**src/rtl/fp_align_stage.sv**
```systemverilog
// ---------------------------------------------------------------------------
// fp_align_stage
//
// Two-stage exponent-alignment front end for an IEEE-754 adder/subtractor.
// Stage 1 decides which operand has the larger magnitude, swaps the pair so
// that operand is "big", and computes the exponent difference.
// Stage 2 right-shifts the small mantissa by that difference and folds every
// bit shifted out into a sticky bit (bit 0).
// NaN/Inf (exponent all ones) are treated as ordinary numbers here; their
// resolution happens further downstream.
//
// Ports
//   i_clk, i_rst_n          clock, asynchronous active-low reset
//   i_valid / o_ready       input handshake (operand pair)
//   i_data_a, i_data_b      IEEE-754 operands
//   i_op_sub                1 = A-B, 0 = A+B (inverts B's sign)
//   o_valid / i_ready       output handshake (aligned result)
//   o_sign_big/o_sign_small signs of larger / smaller magnitude operand
//   o_exp_big               effective exponent of the larger operand
//   o_exp_diff              effective exponent difference, big - small
//   o_man_big               {hidden, fraction, 3'b000}
//   o_man_small             aligned small mantissa, sticky in bit 0
//   o_eff_sub               effective subtraction (sign_big ^ sign_small)
// ---------------------------------------------------------------------------
module fp_align_stage #(
    parameter int SIZE_EXP = 8,
    parameter int SIZE_MAN = 23
) (
    input  logic                       i_clk,
    input  logic                       i_rst_n,
    input  logic                       i_valid,
    output logic                       o_ready,
    input  logic [SIZE_EXP+SIZE_MAN:0] i_data_a,
    input  logic [SIZE_EXP+SIZE_MAN:0] i_data_b,
    input  logic                       i_op_sub,
    output logic                       o_valid,
    input  logic                       i_ready,
    output logic                       o_sign_big,
    output logic                       o_sign_small,
    output logic [SIZE_EXP-1:0]        o_exp_big,
    output logic [SIZE_EXP-1:0]        o_exp_diff,
    output logic [SIZE_MAN+3:0]        o_man_big,
    output logic [SIZE_MAN+3:0]        o_man_small,
    output logic                       o_eff_sub
);

    localparam int W  = SIZE_MAN + 4;
    localparam int DW = 1 + SIZE_EXP + SIZE_MAN;
    localparam logic [SIZE_EXP-1:0] EXP_ONE = SIZE_EXP'(1);

    // Handshake
    logic s1Valid_q, s1Valid_d;
    logic s2Valid_q, s2Valid_d;
    logic s1Load, s2Load, accept;

    // Operand decode / swap (combinational, feeds stage 1)
    logic                signA, signB;
    logic [SIZE_EXP-1:0] expA, expB, effExpA, effExpB;
    logic [SIZE_MAN:0]   manA, manB;
    logic                aIsBig;
    logic                signBigC, signSmallC;
    logic [SIZE_EXP-1:0] expBigC, expSmallC, expDiffC;
    logic [SIZE_MAN:0]   manBigC, manSmallC;

    // Stage 1 registers
    logic                s1SignBig_q, s1SignSmall_q;
    logic [SIZE_EXP-1:0] s1ExpBig_q, s1ExpDiff_q;
    logic [W-1:0]        s1ManBig_q, s1ManSmall_q;

    // Alignment shifter (combinational, feeds stage 2)
    logic [W-1:0]        shifted;
    logic                sticky;
    logic [W-1:0]        alignedSmall;

    // Stage 2 registers
    logic                s2SignBig_q, s2SignSmall_q;
    logic [SIZE_EXP-1:0] s2ExpBig_q, s2ExpDiff_q;
    logic [W-1:0]        s2ManBig_q, s2ManSmall_q;

    // Stage 2 drains when empty or when downstream takes its result; stage 1
    // may only advance into a stage 2 that is loading (or when itself empty).
    assign s2Load  = !s2Valid_q || i_ready;
    assign s1Load  = !s1Valid_q || s2Load;
    assign o_ready = s1Load;
    assign accept  = i_valid && s1Load;

    assign s1Valid_d = s1Load ? i_valid   : s1Valid_q;
    assign s2Valid_d = s2Load ? s1Valid_q : s2Valid_q;

    // Denormals get effective exponent 1 and no hidden bit, so they line up
    // with the smallest normal. Magnitude compare uses the effective exponent
    // first, then {hidden, fraction}; on a full tie A stays big.
    always_comb begin
        signA   = i_data_a[DW-1];
        signB   = i_data_b[DW-1] ^ i_op_sub;
        expA    = i_data_a[DW-2 -: SIZE_EXP];
        expB    = i_data_b[DW-2 -: SIZE_EXP];
        effExpA = (expA == '0) ? EXP_ONE : expA;
        effExpB = (expB == '0) ? EXP_ONE : expB;
        manA    = {(expA != '0), i_data_a[SIZE_MAN-1:0]};
        manB    = {(expB != '0), i_data_b[SIZE_MAN-1:0]};
        aIsBig  = (effExpA > effExpB) || ((effExpA == effExpB) && (manA >= manB));
        if (aIsBig) begin
            signBigC   = signA;
            signSmallC = signB;
            expBigC    = effExpA;
            expSmallC  = effExpB;
            manBigC    = manA;
            manSmallC  = manB;
        end else begin
            signBigC   = signB;
            signSmallC = signA;
            expBigC    = effExpB;
            expSmallC  = effExpA;
            manBigC    = manB;
            manSmallC  = manA;
        end
        // Two's-complement subtract; big >= small so the result is never negative.
        expDiffC = expBigC + ~expSmallC + EXP_ONE;
    end

    // Stage 1 valid and data; data only moves on an accepted pair.
    always_ff @(posedge i_clk or negedge i_rst_n) begin
        if (!i_rst_n) begin
            s1Valid_q     <= 1'b0;
            s1SignBig_q   <= 1'b0;
            s1SignSmall_q <= 1'b0;
            s1ExpBig_q    <= '0;
            s1ExpDiff_q   <= '0;
            s1ManBig_q    <= '0;
            s1ManSmall_q  <= '0;
        end else begin
            s1Valid_q <= s1Valid_d;
            if (accept) begin
                s1SignBig_q   <= signBigC;
                s1SignSmall_q <= signSmallC;
                s1ExpBig_q    <= expBigC;
                s1ExpDiff_q   <= expDiffC;
                s1ManBig_q    <= {manBigC, 3'b000};
                s1ManSmall_q  <= {manSmallC, 3'b000};
            end
        end
    end

    // Right shift with sticky: bit 0 collects the pre-shift bit 0 and every
    // bit pushed off the end. A shift of W or more leaves only the sticky.
    always_comb begin
        shifted = s1ManSmall_q >> s1ExpDiff_q;
        sticky  = s1ManSmall_q[0];
        for (int i = 1; i < W; i++) begin
            if (i < int'(s1ExpDiff_q)) begin
                sticky = sticky | s1ManSmall_q[i];
            end
        end
        if (int'(s1ExpDiff_q) >= W) begin
            alignedSmall = {{(W-1){1'b0}}, |s1ManSmall_q};
        end else begin
            alignedSmall = {shifted[W-1:1], shifted[0] | sticky};
        end
    end

    // Stage 2 valid and data; data holds whenever downstream stalls.
    always_ff @(posedge i_clk or negedge i_rst_n) begin
        if (!i_rst_n) begin
            s2Valid_q     <= 1'b0;
            s2SignBig_q   <= 1'b0;
            s2SignSmall_q <= 1'b0;
            s2ExpBig_q    <= '0;
            s2ExpDiff_q   <= '0;
            s2ManBig_q    <= '0;
            s2ManSmall_q  <= '0;
        end else begin
            s2Valid_q <= s2Valid_d;
            if (s2Load && s1Valid_q) begin
                s2SignBig_q   <= s1SignBig_q;
                s2SignSmall_q <= s1SignSmall_q;
                s2ExpBig_q    <= s1ExpBig_q;
                s2ExpDiff_q   <= s1ExpDiff_q;
                s2ManBig_q    <= s1ManBig_q;
                s2ManSmall_q  <= alignedSmall;
            end
        end
    end

    assign o_valid      = s2Valid_q;
    assign o_sign_big   = s2SignBig_q;
    assign o_sign_small = s2SignSmall_q;
    assign o_exp_big    = s2ExpBig_q;
    assign o_exp_diff   = s2ExpDiff_q;
    assign o_man_big    = s2ManBig_q;
    assign o_man_small  = s2ManSmall_q;
    assign o_eff_sub    = s2SignBig_q ^ s2SignSmall_q;

endmodule

```
**config.mk**
```make
export PLATFORM = sky130hd
export DESIGN_NAME = fp_align_stage
export DESIGN_NICKNAME = d
export VERILOG_FILES = /design/src/rtl/fp_align_stage.sv
export SDC_FILE = /design/constraint.sdc
export NUM_CORES = 1
export LEC_CHECK = 0
export CAP_MARGIN = 20
export CORE_ASPECT_RATIO = 0.75
export CORE_MARGIN = 2
export CORE_UTILIZATION = 30
export CTS_BUF_LIST = sky130_fd_sc_hd__clkbuf_16
export DETAILED_ROUTE_END_ITERATION = 16
export PLACE_DENSITY_LB_ADDON = 0.1
export SYNTH_ARGS = -nofsm -noshare
export SYNTH_HDL_FRONTEND = slang
export SYNTH_SLANG_ARGS = --single-unit
```
**constraint.sdc**
```tcl
create_clock -name i_clk -period 3.4 [get_ports i_clk]
set_input_delay 0.68 -clock i_clk [delete_from_list [all_inputs] [get_ports i_clk]]
set_output_delay 0.68 -clock i_clk [all_outputs]
set_load 0.02 [all_outputs]
```
==> flow_summary.yaml, run 1 <==
worst_setup_path:
  critical_path.cell_chain: "buf_6 > nor4_4 > nand4_1 > nor2b_4 > inv_2 > ha_4 > nor3b_2 > o21ai_1 > a221o_1 > and2_4 > a21o_1 > nand2_2 > o21a_1 > ha_2 > o31ai_4 > a311oi_2 > buf_4 > nor3_2 > o32a_1"
  setup.reg_to_reg.worst_slack_ns: 0.72
  critPathMaxStageDelay_ns: 0.41
  worstRegToRegCells: 9
  worstSetupPathType: "input pin to flop"
  r2r_end: "o_man_small[0]"
  arrival_ns: 3.94
  rr_startpoint: "s1ExpDiff_q[0]"
  cp.buffers_inverters: 3
  crit_fanout: 3
  startpoint_type_of_the_worst_setup_path: "input pin"
  timing.critical_path.slowest_stage_cell: "sky130_fd_sc_hd__a221o_1"
  critical_path_required_ns: 3.70
  end_kind: "flop"
  worst_path_dominant_cell_family: "compound AO/OA/AOI/OAI gates"
floorplan:
  die-height_um: 150
  fp.coreArea_sq_um: 28000
  fp.dieW_um: 199
  die-area_sq_um: 29800
  placement_rows: 53
  initial_utilization_pct: 30.5
  ioPinCount: 144
cts:
  htree_num_levels: 4
  cts_made_buffers: 17
  tritoncts: "yes"
  clk_transition_reported_paths_ns: 0.06
  clkLatencyLatePin_ns: 0.42
  clockRootBuffer: "sky130_fd_sc_hd__clkbuf_16"
  clock_path_buffers: 2
  clock_sinks: 137
job:
  max-cap-violations: 0
route:
  wirelength_um: 28600
  dr_total_vias: 8089
  antenna_left: 0
  post_detailed_route_drc_marker_count: 0
  route.detailed.vias_per_inst: 5.06
  drt-wirelength-per-cell_um: 17.9
  drt_first_pass_iters: 5
  detail_route.iter0.violations: 566
grt:
  first_global_vias: 7865
  gr-usage-all-layers_pct: 19.7
  grt_antenna_before_repair: 0
  first_pass_grt_wire_length_um: 45000
  grt-ovfl-total: 0
  pin_count_of_the_biggest_net_entering_global_routing: 59
cells_and_area:
  seq_area_sq_um: 3430
  area_occupied_by_multi_input_gates_sq_um: 4950
  drive_gt1_share_pct: 25.1
  final_util_pct: 43.6
  final_design_area_no_fill_sq_um: 12200
  num-fill-cells: 2818
  syn_to_final_growth_pct: 43.0
  antenna_cells_inserted: 0
  nNetsFinal: 1305
timing:
  final_critical_delay_including_setup_and_external_delays_ns: 3.64
  setup_viol_count_final: 4
  post-route-worst-setup-slack_ns: -0.241
  maxSlewHeadroom_pct: 47.0
  tightestPinTransition_ns: 0.790
  finalMaxSlewViolations: 0
  grt_setup_unrepaired: "true"
  timing_hold_violations_final: 0
  clock-skew-final_ns: 0.00903
  timing.fmax_ghz: 0.275
  finalCritPeriodShare_pct: 107
placed_design:
  globalplace.congestion: 0.826
  count_of_input_and_output_buffers: 140
  dp_hpwl_um: 20900
  detailed_place.area_sq_um: 11200
yosys:
  yosysTopAreaCell: "sky130_fd_sc_hd__dfrtp_1"
  synth_async_sr_flop_share_pct: 100
  dominantRegCellSynth: "sky130_fd_sc_hd__dfrtp_1"
  count_of_distinct_cell_types_in_the_synthesized_netlist: 76
  ys_warn_count: 0
  synthTopCellsByArea: "sky130_fd_sc_hd__dfrtp_1, sky130_fd_sc_hd__nand2_1, sky130_fd_sc_hd__mux2_2, sky130_fd_sc_hd__ha_1, sky130_fd_sc_hd__mux4_2"
  post_synth.cell_area_avg_sq_um: 8.79
  mappedNetlistArea_sq_um: 8530
  synth_top_cell_area_share_pct: 40.2
  postSynthCellCount: 970
  synth_enable_flop_cells: 0
  synth_seq_cells: 137
  ys_seq_area_share_pct: 40.2
pwr:
  p_leak_nw: 5.18
  ir_drop_v: 0.000380
  power_density_nw_per_um2: 545
worst_hold_path:
  worstHoldPathType: "input pin to async pin"
run_status:
  violations: "setup timing"
  outcome: "complete, but fails checks"
[registers in the layout, indices dropped and copies added, names as in the netlist, 8 cells and up]
signal        cells
o_exp_diff        8
o_exp_big         8
o_man_big        24
s1ManSmall_q     24
s1ExpDiff_q       8
o_man_small      27
s1ManBig_q       24
s1ExpBig_q        8
[placed cells by master (no fill, tap or decap), drive strengths merged, types with 8 or more instances in the layout]
| cell type | count |
|---|---|
| a21oi | 62 |
| nand2 | 156 |
| o22ai | 10 |
| a211oi | 10 |
| a22o | 9 |
| clkdlybuf4s50 | 121 |
| nand3 | 13 |
| o21ai | 82 |
| a31oi | 39 |
| buf | 152 |
| nand4 | 10 |
| nor4 | 9 |
| dfrtp | 137 |
| clkbuf | 21 |
| inv | 43 |
| nand2b | 10 |
| mux4 | 17 |
| mux2i | 8 |
| o31ai | 8 |
| nor3 | 14 |
| nor2 | 93 |
| mux2 | 45 |
| ha | 33 |
| or2 | 9 |
[metal layers]
layer	up-vias	track usage, %	wire (um)
met4	0	5.07	324
met5	-	0	0
met3	21	3.38	1250
li1	3943	-	-
met1	3921	30.0	14800
met2	204	28.5	12200
[worst max-delay path by stage]
stage                             from             end  slack (ns)  cells after the start
final                     i_data_b[26]  s1ExpDiff_q[6]       -0.24                     19
after global routing      i_data_a[29]  s1ExpDiff_q[6]       -0.32                     19
after CTS                 i_data_b[26]  s1ExpDiff_q[6]       -0.20                     19
after detailed placement  i_data_a[27]  s1ExpDiff_q[6]       -1.04                     17
after global placement    i_data_b[27]  s1ExpDiff_q[6]       -1.01                     17
after floorplan           i_data_a[27]  s1ExpDiff_q[6]       -0.49                     16
[worst reg2reg max path, cell delays in order (launching register included)]
cell and delay, ns:
sky130_fd_sc_hd__dfrtp_1 0.64, sky130_fd_sc_hd__buf_12 0.25, sky130_fd_sc_hd__mux4_2 0.54, sky130_fd_sc_hd__nand2_1 0.11, sky130_fd_sc_hd__nor2_1 0.05, sky130_fd_sc_hd__a31o_2 0.24
sky130_fd_sc_hd__a21oi_1 0.14, sky130_fd_sc_hd__o21ai_0 0.14, sky130_fd_sc_hd__a221oi_1 0.33, sky130_fd_sc_hd__o31ai_1 0.12
[cells by family after synthesis]
| logic type | synth area share [%] |
|---|---|
| AND/OR/NAND/NOR | 17.7 |
| XOR/XNOR | 0.205 |
| adder cells (fa/ha/maj) | 4.96 |
| other | 0.0440 |
| buffers and inverters | 5.37 |
| AO/OA/AOI/OAI | 20.2 |
| multiplexers | 11.4 |
| flip-flops | 40.2 |
[report_power, final]
group / total (mW) / switching [mW] / internal (mW)
logic: 2.52 / 1.32 / 1.19
registers: 2.28 / 0.322 / 1.96
clock network: 1.85 / 0.722 / 1.13
total: 6.64 / 2.37 / 4.28
[cell type report]
type / instances / area share (%)
tap: 385 / 3.95
inverter: 41 / 1.26
clock buffer: 17 / 3.49
timing repair buffer: 285 / 21.5
multi-input combinational: 721 / 40.6
sequential: 137 / 28.1
clock inverter: 13 / 1.15
[synth_stat cells (4+ instances only)]
cell / n
sky130_fd_sc_hd__o31ai_1: 7
sky130_fd_sc_hd__inv_1: 40
sky130_fd_sc_hd__a211oi_1: 9
sky130_fd_sc_hd__ha_1: 33
sky130_fd_sc_hd__buf_2: 6
sky130_fd_sc_hd__nand2_1: 156
sky130_fd_sc_hd__clkbuf_1: 50
sky130_fd_sc_hd__o22ai_1: 10
sky130_fd_sc_hd__a22o_1: 9
sky130_fd_sc_hd__and2_1: 4
sky130_fd_sc_hd__o21ai_1: 7
sky130_fd_sc_hd__nor2_1: 93
sky130_fd_sc_hd__nor2b_1: 4
sky130_fd_sc_hd__nor3_1: 14
sky130_fd_sc_hd__a21oi_1: 61
sky130_fd_sc_hd__mux4_2: 17
sky130_fd_sc_hd__a31oi_1: 39
sky130_fd_sc_hd__a21o_1: 6
sky130_fd_sc_hd__nand3_1: 13
sky130_fd_sc_hd__dfrtp_1: 137
sky130_fd_sc_hd__buf_1: 12
sky130_fd_sc_hd__mux2_2: 44
sky130_fd_sc_hd__nor4_1: 9
sky130_fd_sc_hd__mux2i_1: 8
sky130_fd_sc_hd__or2_2: 7
sky130_fd_sc_hd__nand2b_1: 10
sky130_fd_sc_hd__a221oi_1: 5
sky130_fd_sc_hd__o21ai_0: 75
sky130_fd_sc_hd__buf_4: 4
sky130_fd_sc_hd__nand4_1: 10
[through the flow]
| stage | power (mW) | setup TNS (ns) | instances | setup WS (ns) | hold WS [ns] |
|---|---|---|---|---|---|
| after CTS | 6.66 | -0.727 | 1595 | -0.199 | 0.234 |
| after global routing | 7.04 | -1.00 | 1599 | -0.318 | 0.261 |
| final | 6.64 | -0.509 | 1599 | -0.241 | 0.233 |
| after detailed placement | 4.74 | -39.63 | 1552 | -1.04 | 0.470 |
| after floorplan | 3.61 | -1.02 | 972 | -0.486 | 0.384 |
| after global placement | 4.73 | -38.52 | 1552 | -1.01 | 0.470 |
[timing repair]
item | 4_1_cts | 5_1_grt
pin swaps | 25 | 31
gates cloned | 1 | 1
setup endpoints to repair | 61 | 51
hold buffers | 0 | 0
buffers inserted | 12 | 6
resized for setup | 52 | 52
Note: power is estimated with default switching activity, not from simulation.
==> inputs of run 2 (changes only) <==
CTS_CLUSTER_DIAMETER = 200   (was unset)
MAX_ROUTING_LAYER = met4   (was unset)
==> flow_summary.yaml, run 2 (synthesis gave the netlist of run 1 again) <==
run_status:
  outcome: "complete, but fails checks"
  violations: "setup timing"
grt:
  grt-ovfl-total: 0
  gr-usage-all-layers_pct: 20.3
  first_global_vias: 7876
  grt_antenna_before_repair: 0
  pin_count_of_the_biggest_net_entering_global_routing: 59
  first_pass_grt_wire_length_um: 45000
placed_design:
  dp_hpwl_um: 20900
  placedCellCount: 1552
  count_of_input_and_output_buffers: 140
  dp_worst_setup_slack_ns: -1.04
  globalplace.congestion: 0.839
worst_setup_path:
  crit_fanout: 3
  worstSetupPathType: "input pin to flop"
  worst_path_dominant_cell_family: "compound AO/OA/AOI/OAI gates"
  end_kind: "flop"
  critical_path.cell_chain: "buf_6 > nor4_4 > nand4_1 > nor2b_4 > inv_2 > ha_4 > nor3b_2 > o21ai_1 > a221o_1 > and2_4 > a21o_1 > nand2_2 > o21a_1 > ha_2 > o31ai_4 > a311oi_2 > buf_4 > nor3_2 > o32a_1"
  critPathMaxStageDelay_ns: 0.40
  count_of_cell_instances_traversed_by_the_critical_path: 19
  worstRegToRegCells: 8
  rr_startpoint: "s1ExpDiff_q[5]"
  startpoint_type_of_the_worst_setup_path: "input pin"
  crit_end: "s1ExpDiff_q[6]"
  r2r_end: "o_man_small[0]"
  cp.buffers_inverters: 3
  timing.critical_path.from: "i_data_b[26]"
  critical_path_required_ns: 3.70
  arrival_ns: 3.93
  timing.critical_path.slowest_stage_cell: "sky130_fd_sc_hd__a221o_1"
  setup.reg_to_reg.worst_slack_ns: 0.75
cells_and_area:
  nNetsFinal: 1304
  syn_to_final_growth_pct: 43.0
  drive_gt1_share_pct: 25.1
  mostFrequentLayoutCell: "sky130_fd_sc_hd__nand2_1"
  largest_reg_flops: 27
  num-fill-cells: 2820
  final_cell_count_no_fill: 1598
  antenna_cells_inserted: 0
  layout.cells.most_common_list: "sky130_fd_sc_hd__nand2_1, sky130_fd_sc_hd__dfrtp_1, sky130_fd_sc_hd__buf_4, sky130_fd_sc_hd__clkdlybuf4s50_1, sky130_fd_sc_hd__nor2_1"
cts:
  clockRootBuffer: "sky130_fd_sc_hd__clkbuf_16"
  tritoncts: "yes"
  htree_num_levels: 4
  clkLatencyLatePin_ns: 0.43
  clk_transition_reported_paths_ns: 0.06
  cts_made_buffers: 17
  clock_path_buffers: 2
  clock_sinks: 137
floorplan:
  die-height_um: 150
  die-area_sq_um: 29800
  fp.dieW_um: 199
  ioPinCount: 144
  fp.coreArea_sq_um: 28000
  initial_utilization_pct: 30.5
  placement_rows: 53
timing:
  timing_hold_violations_final: 0
  clock-skew-final_ns: 0.00922
  maxSlewHeadroom_pct: 45.0
  final_critical_delay_including_setup_and_external_delays_ns: 3.63
  post-route-worst-setup-slack_ns: -0.234
  setup_viol_count_final: 4
  finalMaxSlewViolations: 0
  hold_ws_ns: 0.231
  fin_tns_setup_ns: -0.496
  timing.fmax_ghz: 0.275
  grt_setup_unrepaired: "true"
  finalCritPeriodShare_pct: 107
  tightestPinTransition_ns: 0.820
route:
  wirelength_um: 28700
  route.detailed.vias_per_inst: 5.06
  antenna_left: 0
  drt_first_pass_iters: 5
  drt-wirelength-per-cell_um: 17.9
  dr_total_vias: 8084
  detail_route.iter0.violations: 598
  post_detailed_route_drc_marker_count: 0
worst_hold_path:
  worstHoldPathType: "input pin to async pin"
pwr:
  p_leak_nw: 5.18
  power_density_nw_per_um2: 545
  ir_drop_v: 0.000383
job:
  max-cap-violations: 0
[run 2: changes by cell type in the layout (fill, tap and decap cells not counted)]
cell / delta
sky130_fd_sc_hd__buf_4: -1
[run 2: worst reg2reg max path: cells and delay by family (launching register included)]
kind             cells  cell delay (ns)
flip-flops           1             0.54
AO/OA/AOI/OAI        4             1.05
AND/OR/NAND/NOR      4             0.94
[run 2: final cells by class]
cell class	count	area [sq um]	area share, %
clock inverters	13	140	1.15
multi-input cells	721	4950	40.6
well taps	385	482	3.95
clock buffers	17	425	3.49
repair buffers	284	2610	21.4
inverters	41	154	1.26
flip-flops and latches	137	3430	28.1
[run 2: layer usage]
layer  vias up  wire, um  track usage [%]
li1       3942         -                -
met1      3907     14800             30.1
met2       209     12300             28.6
met3        26      1280             3.25
met4         0       350             5.07
met5         -         0                -
[run 2: timing repair]
action | 4_1_cts | 5_1_grt
gates cloned | 1 | 1
buffers inserted | 12 | 5
hold buffers | 0 | 0
gates resized for setup | 52 | 52
pin swaps | 25 | 31
endpoints found under the hold margin | 0 | 0
endpoints found under the setup margin | 61 | 51
[run 2: metrics by stage]
step	instance area (sq um)	power (mW)	util [%]
5_1_grt	12200	7.04	43.6
2_1_floorplan	8630	3.61	-
3_3_place_gp	11200	4.73	40.2
3_5_place_dp	11200	4.74	40.2
4_1_cts	12000	6.66	42.8
6_report	12200	6.64	43.6
[run 2: worst min path at each step]
stage / start / to
final: i_rst_n / o_man_big[12]
after global placement: s1SignSmall_q / s1SignSmall_q
after CTS: i_rst_n / o_man_big[18]
after global routing: i_rst_n / o_man_big[16]
after floorplan: i_rst_n / o_exp_big[0]
after detailed placement: s1SignSmall_q / s1SignSmall_q
[run 2: power by group]
group          switching, mW  internal, mW
Combinational           1.32          1.19
Sequential             0.322          1.96
Clock                  0.723          1.13
==> inputs of run 3 (changes only) <==
SLEW_MARGIN = 10   (was unset)
==> results of run 3 <==
Same layout as run 2: the final DEF is identical, and so are final timing and power.
